**src/rtl/chain_decoder.sv**
```systemverilog
`default_nettype none
// ============================================================================
//  Module   : chain_decoder
//  Purpose  : Rebuilds an object border from a Freeman chain code. Each visited
//             pixel is plotted into a 64x64 binary image RAM by read-modify-
//             write of a 64-bit row. Tracks perimeter, bounding box, closure
//             and out-of-image / perimeter-overflow errors.
//  Ports    : Clk, reset (async, active-low)
//             start, start_x, start_y        - chain start request + point
//             code_valid/code_ready/code/code_last - direction code stream
//             mem_addr/mem_rd_en/mem_rdata/mem_we/mem_wdata - row RAM port
//             Perimeter, min_x/max_x/min_y/max_y - chain statistics
//             Closed, Busy, Done, Error      - status
//  Revision : 1.0 - initial release
// ============================================================================
module chain_decoder #(
   parameter int IMG_W   = 64,
   parameter int PERIM_W = 8
) (
   input  logic               Clk,
   input  logic               reset,
   input  logic               start,
   input  logic [5:0]         start_x,
   input  logic [5:0]         start_y,
   input  logic               code_valid,
   output logic               code_ready,
   input  logic [2:0]         code,
   input  logic               code_last,
   output logic [5:0]         mem_addr,
   output logic               mem_rd_en,
   input  logic [IMG_W-1:0]   mem_rdata,
   output logic               mem_we,
   output logic [IMG_W-1:0]   mem_wdata,
   output logic [PERIM_W-1:0] Perimeter,
   output logic [5:0]         min_x,
   output logic [5:0]         max_x,
   output logic [5:0]         min_y,
   output logic [5:0]         max_y,
   output logic               Closed,
   output logic               Busy,
   output logic               Done,
   output logic               Error
);

   typedef enum logic [2:0] {
      S_IDLE  = 3'd0,
      S_RD    = 3'd1,
      S_LATCH = 3'd2,
      S_WR    = 3'd3,
      S_CODE  = 3'd4,
      S_DONE  = 3'd5,
      S_ERR   = 3'd6
   } state_t;

   state_t             state_q, state_d;
   logic [5:0]         cur_x_q, cur_x_d, cur_y_q, cur_y_d;
   logic [5:0]         st_x_q, st_x_d, st_y_q, st_y_d;
   logic [PERIM_W-1:0] perim_q, perim_d;
   logic [5:0]         minx_q, minx_d, maxx_q, maxx_d;
   logic [5:0]         miny_q, miny_d, maxy_q, maxy_d;
   logic               last_q, last_d;
   logic [IMG_W-1:0]   row_q, row_d;

   // Step arithmetic in 7-bit two's complement: bit 6 set after the add means
   // the step left the image (either -1 or 64).
   logic signed [6:0] dx, dy;
   logic [6:0]        nx, ny;
   logic              off_img;
   logic [5:0]        col;
   logic [IMG_W-1:0]  pix_mask;

   always_comb begin
      dx = 7'sd0;
      dy = 7'sd0;
      case (code)
         3'd0: begin dx =  7'sd1; dy =  7'sd0; end
         3'd1: begin dx =  7'sd1; dy = -7'sd1; end
         3'd2: begin dx =  7'sd0; dy = -7'sd1; end
         3'd3: begin dx = -7'sd1; dy = -7'sd1; end
         3'd4: begin dx = -7'sd1; dy =  7'sd0; end
         3'd5: begin dx = -7'sd1; dy =  7'sd1; end
         3'd6: begin dx =  7'sd0; dy =  7'sd1; end
         default: begin dx = 7'sd1; dy = 7'sd1; end
      endcase
      nx      = {1'b0, cur_x_q} + dx;
      ny      = {1'b0, cur_y_q} + dy;
      off_img = nx[6] | ny[6];
   end

   // Column c lives at bit [IMG_W-1-c] of the row word.
   always_comb begin
      col      = 6'(IMG_W - 1) - cur_x_q;
      pix_mask = '0;
      pix_mask[col] = 1'b1;
   end

   always_comb begin
      state_d = state_q;
      cur_x_d = cur_x_q;
      cur_y_d = cur_y_q;
      st_x_d  = st_x_q;
      st_y_d  = st_y_q;
      perim_d = perim_q;
      minx_d  = minx_q;
      maxx_d  = maxx_q;
      miny_d  = miny_q;
      maxy_d  = maxy_q;
      last_d  = last_q;
      row_d   = row_q;
      case (state_q)
         S_IDLE, S_DONE, S_ERR: begin
            if (start) begin
               cur_x_d = start_x;
               cur_y_d = start_y;
               st_x_d  = start_x;
               st_y_d  = start_y;
               perim_d = '0;
               minx_d  = start_x;
               maxx_d  = start_x;
               miny_d  = start_y;
               maxy_d  = start_y;
               last_d  = 1'b0;
               state_d = S_RD;
            end
         end
         S_RD:    state_d = S_LATCH;
         S_LATCH: begin
            row_d   = mem_rdata;
            state_d = S_WR;
         end
         S_WR: begin
            if (cur_x_q < minx_q) minx_d = cur_x_q;
            if (cur_x_q > maxx_q) maxx_d = cur_x_q;
            if (cur_y_q < miny_q) miny_d = cur_y_q;
            if (cur_y_q > maxy_q) maxy_d = cur_y_q;
            state_d = last_q ? S_DONE : S_CODE;
         end
         S_CODE: begin
            if (code_valid) begin
               // Saturation: a code arriving at full count is consumed as an error.
               if (off_img || (perim_q == '1)) begin
                  state_d = S_ERR;
               end else begin
                  cur_x_d = nx[5:0];
                  cur_y_d = ny[5:0];
                  perim_d = perim_q + 1'b1;
                  last_d  = code_last;
                  state_d = S_RD;
               end
            end
         end
         default: state_d = S_IDLE;
      endcase
   end

   always_ff @(posedge Clk or negedge reset) begin
      if (!reset) begin
         state_q <= S_IDLE;
         cur_x_q <= '0;
         cur_y_q <= '0;
         st_x_q  <= '0;
         st_y_q  <= '0;
         perim_q <= '0;
         minx_q  <= '0;
         maxx_q  <= '0;
         miny_q  <= '0;
         maxy_q  <= '0;
         last_q  <= 1'b0;
         row_q   <= '0;
      end else begin
         state_q <= state_d;
         cur_x_q <= cur_x_d;
         cur_y_q <= cur_y_d;
         st_x_q  <= st_x_d;
         st_y_q  <= st_y_d;
         perim_q <= perim_d;
         minx_q  <= minx_d;
         maxx_q  <= maxx_d;
         miny_q  <= miny_d;
         maxy_q  <= maxy_d;
         last_q  <= last_d;
         row_q   <= row_d;
      end
   end

   // Outputs decode straight from the state register so an async reset
   // drops the RAM strobes immediately.
   always_comb begin
      code_ready = (state_q == S_CODE);
      mem_rd_en  = (state_q == S_RD);
      mem_we     = (state_q == S_WR);
      mem_addr   = (mem_rd_en || mem_we) ? cur_y_q : 6'd0;
      mem_wdata  = mem_we ? (row_q | pix_mask) : '0;
      Busy       = (state_q == S_RD) || (state_q == S_LATCH) ||
                   (state_q == S_WR) || (state_q == S_CODE);
      Done       = (state_q == S_DONE);
      Error      = (state_q == S_ERR);
      Closed     = Done && (cur_x_q == st_x_q) && (cur_y_q == st_y_q);
   end

   assign Perimeter = perim_q;
   assign min_x     = minx_q;
   assign max_x     = maxx_q;
   assign min_y     = miny_q;
   assign max_y     = maxy_q;

endmodule
`default_nettype wire

```
**config.mk**
```make
export PLATFORM = sky130hd
export DESIGN_NAME = chain_decoder
export DESIGN_NICKNAME = d
export VERILOG_FILES = /design/src/rtl/chain_decoder.sv
export SDC_FILE = /design/constraint.sdc
export NUM_CORES = 1
export LEC_CHECK = 0
export BUFFER_PORTS_ARGS = -buffer_cell sky130_fd_sc_hd__clkbuf_2
export CORE_MARGIN = 2
export CORE_UTILIZATION = 48
export DETAILED_ROUTE_END_ITERATION = 10
export PLACE_DENSITY_LB_ADDON = 0.25
export SYNTH_ARGS = -nofsm -noshare
export SYNTH_HDL_FRONTEND = slang
export SYNTH_SLANG_ARGS = --single-unit
```
**constraint.sdc**
```tcl
create_clock -name Clk -period 2.8 [get_ports Clk]
set_input_delay 0.84 -clock Clk [delete_from_list [all_inputs] [get_ports Clk]]
set_output_delay 0.84 -clock Clk [all_outputs]
set_load 0.005 [all_outputs]
```
==> results of run 1 <==
## how the worst min path moves through the flow
stage | start | end | slack, ps | cells past startpoint
6_report | reset | min_y[4] | 390 | 1
4_1_cts | reset | min_y[4] | 410 | 1
5_1_grt | reset | min_y[4] | 420 | 1
2_1_floorplan | st_x_q[3] | st_x_q[3] | 470 | 2
3_3_place_gp | st_y_q[1] | st_y_q[1] | 480 | 2
3_5_place_dp | st_x_q[3] | st_x_q[3] | 480 | 2
## stage by stage
| stage | cell area [um^2] | setup slack, ps |
|---|---|---|
| CTS | 9630 | -167 |
| finish | 9710 | -150 |
| global route | 9710 | -205 |
| detailed placement | 8860 | -658 |
| floorplan | 7220 | -291 |
| global placement | 8860 | -523 |
## cell families after synthesis
kind of cell / after synthesis
compound gates: 143
flops: 124
xor+xnor: 21
simple gates: 206
mux: 114
fa+ha+maj: 37
buf+inv: 74
## placed cells by master (no fill, tap or decap), types with 3 or more instances in the layout
cell / n
a211oi_1: 3
a21o_1: 5
a21oi_1: 81
a21oi_2: 4
and2_1: 4
and3_1: 4
buf_12: 6
buf_4: 65
buf_6: 4
bufinv_16: 4
clkbuf_16: 17
clkbuf_2: 187
clkinv_4: 4
clkinvlp_4: 4
dfrtp_1: 124
ha_1: 29
ha_4: 5
inv_1: 37
inv_2: 3
mux2_2: 96
mux2_4: 8
mux2i_1: 9
nand2_1: 63
nand2b_1: 7
nand3_1: 3
nand4_1: 4
nor2_1: 80
nor2b_1: 3
nor3_1: 8
o21a_1: 4
o21ai_0: 24
o31ai_1: 5
or3_1: 4
or4_4: 3
xnor2_1: 11
xor2_1: 9
## metal layers
metal  vias up  global-route usage
li1       3002                   -
met1      3061               0.348
met2       218               0.421
met3        27              0.0697
met4         0              0.0758
met5         -                   0
## worst max-delay path, cell delays in order
cell	delay, ps
buf_6	100
mux2_4	330
inv_4	90
ha_4	200
nor2b_4	120
o31a_1	280
nor3_2	150
a2bb2oi_2	220
a31oi_4	160
buf_12	160
or4_4	500
a21oi_2	140
## layout make-up
type / count / area (um^2)
well taps: 184 / 230
clock buffers: 17 / 425
fillers: 1173 / 4770
multi-input cells: 521 / 3910
flip-flops and latches: 124 / 3100
clock inverters: 15 / 214
inverters: 42 / 163
repair buffers: 266 / 1660
## state kept, by name, summed over array words and instances (netlist names)
signal	count
row_q	64
Perimeter	8
cur_x_q	6
cur_y_q	6
max_x	6
max_y	6
min_x	6
min_y	6
st_x_q	6
st_y_q	6
state_q	3
last_q	1
## where the power goes
part	internal, mW	leakage [nW]	total (mW)	switching [mW]
logic	3.20	3.00	6.33	3.13
registers	2.68	1.49	3.22	0.542
clock network	1.50	0.298	2.38	0.877
## what timing repair did
item / in CTS / in global routing
pin swaps: 6 / 4
cloned: 1 / 0
setup buffers: 1 / 4
endpoints found under the setup margin: 21 / 38
hold buffers: 0 / 0
resized for setup: 19 / 17
hold endpoints to repair: 0 / 0
==> impl_metrics.csv, run 1 <==
group,metric,value,unit
setup_path,cp_max_fo,6,
grt,grt_pass1_wl,32800,um
sta,final.setup.worst_slack,-150,ps
die,start_util,0.490,
cts,cts_sinks,124,
sta,grt_setup_unrepaired,"yes",
synth,syn_avg_cell_area,9.87,um^2
sta,fmax,339,MHz
synth,ys_seq_area_frac,0.437,
routing,dr.pass1.iters,5,
final_layout,fin_cells,1169,
synth,ys_seq_elements,124,
final_layout,final_core_util,0.670,
die,io_pins,193,
setup_path,rr_worst_depth,10,
grt,grt_usage,0.261,
power,p_per_area,1230,mW/mm^2
synth,synthTopCellsByCount,"dfrtp_1 (124), mux2_2 (102), a21oi_1 (85)",
outcome,outcome,"finished with violations",
die,fp.dieH,126,um
setup_path,crit_end,"Perimeter[5]",
routing,drcViolationCount,0,
cts,cts.root.buffer_cell,"clkbuf_16",
setup_path,cp-start-kind,"primary input",
synth,synth_top_family_by_area,"multiplexers",
final_layout,drive_above_1_share,0.454,
routing,drt_iter0_markers,490,
routing,highest_layer,"met4",
setup_path,r2r-end,"Perimeter[5]",
sta,setup_viol,12,
synth,synth_nets,840,
synth,synthTopCellsByArea,"dfrtp_1 (44%), mux2_2 (16%), ha_1 (6.2%), a21oi_1 (6.0%), nor2_1 (4.3%)",
synth,async_reset_ff_frac,1.00,
cts,cts.path.max_buffers,2,
cts,clkTransAtPathRegs,60,ps
synth,synthCells,719,
cts,cts_buffers,17,
die,die_area,0.0158,mm^2
synth,yosysWarnings,0,
synth,synthMuxAreaShare,0.180,
routing,ant_nets,0,
sta,final.period_utilization,1.05,
setup_path,r2r_start,"cur_x_q[1]",
synth,yosysUniqueCellTypes,53,
power,total_power,11.9,mW
sta,report.final.slew_viol_count,0,
outcome,violations,"negative setup slack",
die,die_w,126,um
routing,wl_met1,8490,um
power,leakage,4.79,nW
synth,synth_most_common_cell,"dfrtp_1",
synth,synth_flop_cell,"dfrtp_1",
grt,grt_start_max_net_pins,65,
sta,fin_setup_tns,-741,ps
setup_path,cp.arrival,3300,ps
setup_path,required,3150,ps
synth,synth.cell_area,0.00710,mm^2
power,ir_worst_vdd,708,uV
routing,wl_met3,1390,um
die,core_area,0.0145,mm^2
sta,fin_skew,6.85,ps
grt,grt_pass1_vias,6355,
routing,wl_met2,9790,um
final_layout,finalNetCount,1093,
grt,antenna_found_initial,0,
setup_path,setup.worst_path.start,"code[2]",
cts,clock_latency,420,ps
synth,synth-xor-area-share,0.0259,
setup_path,end_kind,"flop",
sta,hold_viol_final,0,
routing,wl_per_cell,17.1,um
placement,gp_congestion,0.819,
placement,placedCellCount,1131,
die,rows,44,
run,drv_cap,0,
synth,netlist.area_leader.share,0.437,
sta,max-slew-margin-rel,0.649,
synth,synth-compound-area-share,0.114,
cts,cts-htree-levels,4,
sta,worst_hold_slack,395,ps
placement,io_buffers,192,
cts,tritoncts,"done",
routing,via_count,6308,
sta,layout_min_cycle_time,2950,ps
setup_path,crit_type,"in -> reg",
synth,synth_edf_count,0,
placement,dp_hpwl,14400,um
synth,synth_area_leader_cell,"dfrtp_1",
synth,synthSimpleGateAreaFrac,0.133,
grt,grt.overflow.total,0,
hold_path,hp-class,"in -> async",
synth,synth-adder-area-share,0.0673,
final_layout,area_growth,36.7,%
routing,wl,20000,um
routing,viasPerCell,5.40,
final_layout,antennaDiodeCount,0,
setup_path,rrSetupSlack,150,ps
sta,tightestPinTransition,527,ps
Note: power is estimated with default switching activity, not from simulation.
==> inputs of run 2 (changes only) <==
--- a/config.mk
+++ b/config.mk
@@ -10,5 +10,5 @@
 export CORE_UTILIZATION = 48
 export DETAILED_ROUTE_END_ITERATION = 10
-export PLACE_DENSITY_LB_ADDON = 0.25
+export PLACE_DENSITY = 0.77
 export SYNTH_ARGS = -nofsm -noshare
 export SYNTH_HDL_FRONTEND = slang
==> constraint.sdc (replaced) <==
create_clock -name Clk -period 2.8 [get_ports Clk]
set_input_delay 0.42 -clock Clk [delete_from_list [all_inputs] [get_ports Clk]]
set_output_delay 0.42 -clock Clk [all_outputs]
set_load 0.005 [all_outputs]
==> run 2 against run 1 <==
Effect of this change: the run now ends clean; sequential power barely moved; clock-buffer cell count did not move; core utilization fell by 2.0 points; flip-flop and latch count did not move; die area did not move; sequential share of layout area rose by 1.0 points; critical path depth fell by 1; non-clock buffer count fell by 11; clock power barely moved; via count rose by 0.13%; cell area fell by 3.0%; critical path type is now reg -> reg; critical endpoint unchanged.
==> impl_metrics.csv, run 2 (synthesized netlist as in run 1, its figures left out) <==
group,metric,value,unit
outcome,outcome,"finished, final reports clean",
power,leakage,4.66,nW
final_layout,top_register,"row_q",
die,rows,44,
routing,via_count,6316,
final_layout,area_growth,32.6,%
final_layout,final_common_cell,"clkbuf_2",
final_layout,finalNetCount,1082,
placement,dp_hpwl,14400,um
cts,clkTransAtPathRegs,60,ps
final_layout,fillers,1204,
placement,io_buffers,192,
routing,drcViolationCount,0,
final_layout,largest_reg_flops,64,
setup_path,cp-start-kind,"flop",
die,io_pins,193,
die,fp.dieH,126,um
cts,cts_sinks,124,
grt,grt_start_max_net_pins,69,
routing,dr.pass1.iters,5,
power,p_per_area,1230,mW/mm^2
grt,grt_pass1_vias,6365,
cts,tritoncts,"done",
setup_path,crit_type,"reg -> reg",
setup_path,slowest_stage,"or4_1",
sta,layout_min_cycle_time,2660,ps
setup_path,end_kind,"flop",
sta,tightestPinTransition,686,ps
sta,worst_hold_slack,232,ps
sta,final.setup.worst_slack,137,ps
grt,grt_usage,0.263,
final_layout,drive_above_1_share,0.429,
hold_path,hp-class,"in -> reg",
die,core_area,0.0145,mm^2
routing,wl_per_cell,17.4,um
setup_path,required,3140,ps
cts,cts_buffers,17,
routing,viasPerCell,5.45,
sta,max-slew-margin-rel,0.542,
sta,fmax,376,MHz
sta,hold_viol_final,0,
cts,cts.root.buffer_cell,"clkbuf_16",
final_layout,layout_common_cells,"clkbuf_2 (191), dfrtp_1 (123), mux2_2 (102)",
final_layout,final_core_util,0.650,
sta,fin_skew,7.97,ps
setup_path,cp_max_fo,5,
final_layout,antennaDiodeCount,0,
grt,grt.overflow.total,0,
cts,clock_latency,420,ps
setup_path,max_stage_delay,490,ps
die,die_area,0.0158,mm^2
cts,cts-htree-levels,4,
cts,cts.path.max_buffers,2,
grt,antenna_found_initial,0,
grt,grt_pass1_wl,32700,um
routing,drt_iter0_markers,383,
setup_path,cp.arrival,3000,ps
setup_path,crit_chain,"ha_1 -> inv_1 -> fa_2 -> nor2b_4 -> o31a_1 -> nor3_2 -> a2bb2oi_2 -> a31oi_2 -> buf_6 -> or4_1 -> a21oi_2",
die,start_util,0.490,
sta,report.final.slew_viol_count,0,
sta,final.period_utilization,0.951,
run,drv_cap,0,
placement,gp_congestion,0.882,
sta,setup_viol,0,
placement,place_ws,-216,ps
die,die_w,126,um
routing,wl,20100,um
power,ir_worst_vdd,617,uV
routing,ant_nets,0,
-- run 2: cell types whose count changed in the layout (fill, tap and decap cells not counted), sizes merged --
cell | before | now
buf | 78 | 63
bufbuf | 1 | 0
clkbuf | 204 | 208
clkinvlp | 4 | 3
dlygate4sd3 | 0 | 1
inv | 45 | 46
-- run 2: stage by stage --
| step | setup TNS, ps | std cells | instance area (um^2) | power (mW) |
|---|---|---|---|---|
| 2_1_floorplan | 0 | 719 | 7160 | 6.99 |
| 3_3_place_gp | -1100 | 1119 | 8680 | 8.92 |
| 3_5_place_dp | -1730 | 1119 | 8680 | 9.11 |
| 4_1_cts | 0 | 1152 | 9340 | 11.6 |
| 5_1_grt | -22.8 | 1158 | 9420 | 12.5 |
| 6_report | 0 | 1158 | 9420 | 11.6 |
-- run 2: worst max-delay path: cells and delay by family, from the launching register on --
family                     cells  cell delay, ps
AOI/OAI and AO/OA              4             830
and+or+nand+nor                3             680
adders and majority gates      2             450
DFF                            1             390
buffers and inverters          2             250
-- run 2: power breakdown --
| group | internal (mW) | total, mW | switching [mW] |
|---|---|---|---|
| registers | 2.68 | 3.25 | 0.575 |
| logic | 2.97 | 5.97 | 3.01 |
| clock network | 1.51 | 2.39 | 0.880 |
-- run 2: final cells by class --
type / count / area [um^2] / share of cell area
well taps: 184 / 230 / 0.0245
clock buffers: 17 / 425 / 0.0452
flip-flops and latches: 124 / 3100 / 0.330
repair buffers: 255 / 1480 / 0.157
clock inverters: 15 / 214 / 0.0227
inverters: 42 / 158 / 0.0167
multi-input cells: 521 / 3810 / 0.404
-- run 2: routing by layer --
layer / track usage / wire length [um]
met3: 0.0637 / 1360
met2: 0.443 / 10100
met1: 0.330 / 8240
met4: 0.0974 / 393
met5: 0 / 0
-- run 2: final timing paths --
| check | start | endpoint | slack, ps | depth (start not counted) |
|---|---|---|---|---|
| hold / removal | mem_rdata[48] | row_q[48] | 230 | 2 |
| hold reg to reg | st_y_q[1] | st_y_q[1] | 500 | 2 |
| setup / recovery | cur_x_q[0] | Perimeter[5] | 140 | 11 |
| min in group asynchronous | reset | min_y[0] | 420 | 2 |
| setup reg to reg | cur_x_q[0] | Perimeter[5] | 140 | 11 |
| max in group asynchronous | reset | state_q[2] | 1700 | 3 |
-- run 2: timing repair --
item	in CTS	in global routing
resized for setup	3	7
hold buffers	1	0
buffers inserted	0	5
endpoints found under the setup margin	1	5
pin swaps	0	4
endpoints found under the hold margin	12	0
cloned	0	1
==> inputs of run 3 (changes only) <==
CELL_PAD_IN_SITES_DETAIL_PLACEMENT = 1   (was not set)
CELL_PAD_IN_SITES_GLOBAL_PLACEMENT = 1   (was not set)
CORE_UTILIZATION = 36   (was 48)
PLACE_DENSITY = not set   (was 0.77)
PLACE_DENSITY_LB_ADDON = 0.1   (was not set)
==> run 3 against run 2 <==
Effect of this change: worst hold slack better by 1.0 ps; register-to-register slack got worse by 40 ps; die area rose by 32%; clock skew hardly changed; final cell count is 6.6% higher; largest power group unchanged.
==> impl_metrics.csv, run 3 (synthesized netlist as in run 1, its figures left out) <==
group,metric,value,unit
sta,setup_viol,0,
power,leakage,4.62,nW
final_layout,antennaDiodeCount,0,
sta,layout_min_cycle_time,2700,ps
setup_path,setup.worst_path.start,"cur_y_q[0]",
final_layout,fin_area,0.00948,mm^2
setup_path,required,3140,ps
die,die_w,144,um
die,fp.dieH,144,um
final_layout,largest_reg_flops,64,
power,ir_worst_vdd,495,uV
setup_path,cp.arrival,3040,ps
placement,placedCellCount,1197,
placement,dp_hpwl,17200,um
setup_path,critPathMostFrequentCell,"a21oi_2",
routing,drcViolationCount,0,
routing,ant_nets,0,
final_layout,fin_cells,1235,
sta,tightestPinTransition,728,ps
placement,placed_area,0.00877,mm^2
sta,fin_skew,7.94,ps
sta,max-slew-margin-rel,0.514,
die,rows,51,
cts,cts.path.max_buffers,2,
final_layout,drive_above_1_share,0.433,
setup_path,r2r_start,"cur_y_q[0]",
sta,hold_viol_final,0,
final_layout,fillers,2301,
setup_path,crit_type,"reg -> reg",
grt,grt.overflow.total,0,
setup_path,rrSetupSlack,100,ps
power,p_per_area,1220,mW/mm^2
setup_path,crit_chain,"ha_2 -> inv_1 -> fa_1 -> nand2b_4 -> a21oi_2 -> a211oi_1 -> xnor2_1 -> a31oi_4 -> buf_6 -> or4_1 -> a21oi_2",
final_layout,layout_common_cells,"clkbuf_2 (191), dfrtp_1 (121), mux2_2 (102)",
placement,io_buffers,192,
grt,grt_start_max_net_pins,66,
grt,grt_usage,0.225,
grt,antenna_found_initial,0,
cts,clock_latency,410,ps
die,start_util,0.366,
setup_path,crit_family,"simple AND/OR/NAND/NOR gates",
setup_path,cp-start-kind,"flop",
routing,wl,23400,um
final_layout,finalNetCount,1079,
setup_path,crit_end,"Perimeter[7]",
cts,cts.root.buffer_cell,"clkbuf_16",
sta,final.period_utilization,0.964,
cts,clkTransAtPathRegs,60,ps
routing,wl_per_cell,19.0,um
setup_path,max_stage_delay,490,ps
final_layout,area_growth,33.5,%
die,io_pins,193,
routing,viasPerCell,5.10,
outcome,outcome,"finished, final reports clean",
setup_path,r2r-end,"Perimeter[7]",
setup_path,cp.buffers_inverters,2,
cts,tritoncts,"done",
hold_path,hp-class,"in -> reg",
power,total_power,11.6,mW
routing,via_count,6293,
die,die_area,0.0209,mm^2
placement,gp_congestion,0.863,
setup_path,slowest_stage,"or4_1",
setup_path,end_kind,"flop",
sta,report.final.slew_viol_count,0,
sta,fmax,370,MHz
grt,grt_pass1_vias,6714,
cts,cts_buffers,17,
cts,cts_sinks,124,
cts,cts-htree-levels,4,
routing,drt_iter0_markers,207,
grt,grt_pass1_wl,36100,um
routing,dr.pass1.iters,4,
die,core_area,0.0194,mm^2
setup_path,rr_worst_depth,11,
run,drv_cap,0,
setup_path,critical_path_depth,11,
setup_path,cp_max_fo,5,
final_layout,top_register,"row_q",
final_layout,final_common_cell,"clkbuf_2",
==> run 3: metrics by stage <==
step | hold slack, ps | utilization | worst slack (ps) | setup TNS, ps
2_1_floorplan | 124 | - | 7.24 | 0
3_3_place_gp | 402 | 0.452 | -185 | -1600
3_5_place_dp | 417 | 0.452 | -304 | -2960
4_1_cts | 216 | 0.484 | 5.83 | 0
5_1_grt | 223 | 0.489 | -35.9 | -62.5
6_report | 233 | 0.489 | 99.9 | 0
==> run 3: cell type report <==
cell class | instances | area (um^2) | share of cell area
clock buffers | 19 | 453 | 0.0478
clock inverters | 12 | 139 | 0.0147
well taps | 265 | 332 | 0.0350
multi-input cells | 521 | 3820 | 0.403
flip-flops and latches | 124 | 3110 | 0.328
repair buffers | 252 | 1470 | 0.155
inverters | 42 | 158 | 0.0166
==> run 3: metal layers <==
layer	global-route usage	vias up	routed length, um
li1	-	2970	-
met1	0.280	3136	9950
met2	0.390	153	11900
met3	0.0507	34	1050
met4	0.0695	0	481
met5	0	-	0
==> run 3: worst min path at each step <==
stage | end | slack (ps) | startpoint | cells after the start
2_1_floorplan | Perimeter[0] | 120 | reset | 0
3_5_place_dp | max_y[3] | 420 | reset | 1
6_report | row_q[33] | 230 | mem_rdata[33] | 2
5_1_grt | row_q[26] | 220 | mem_rdata[26] | 2
3_3_place_gp | max_y[3] | 400 | reset | 1
4_1_cts | row_q[33] | 220 | mem_rdata[33] | 2
==> run 3: worst reg2reg max path: cells and delay by family (launching register included) <==
family,cells,cell delay (ps)
compound gates,4,490
xor+xnor,1,290
fa+ha+maj,2,570
buf+inv,2,210
flops,1,400
simple gates,2,670
==> run 3: where the power goes <==
part	leakage, nW	switching [mW]	total, mW	internal, mW
Combinational	2.86	3.13	6.09	2.96
Clock	0.278	0.852	2.21	1.36
Sequential	1.49	0.617	3.30	2.68
Total	4.62	4.60	11.6	7.00
==> run 3: what timing repair did <==
action                     in CTS  in global routing
setup endpoints to repair       1                 17
gates cloned                    0                  1
buffers inserted                0                  5
resized for setup               4                 12
pin swaps                       0                  2
hold buffers                    1                  0
hold endpoints to repair       32                  0
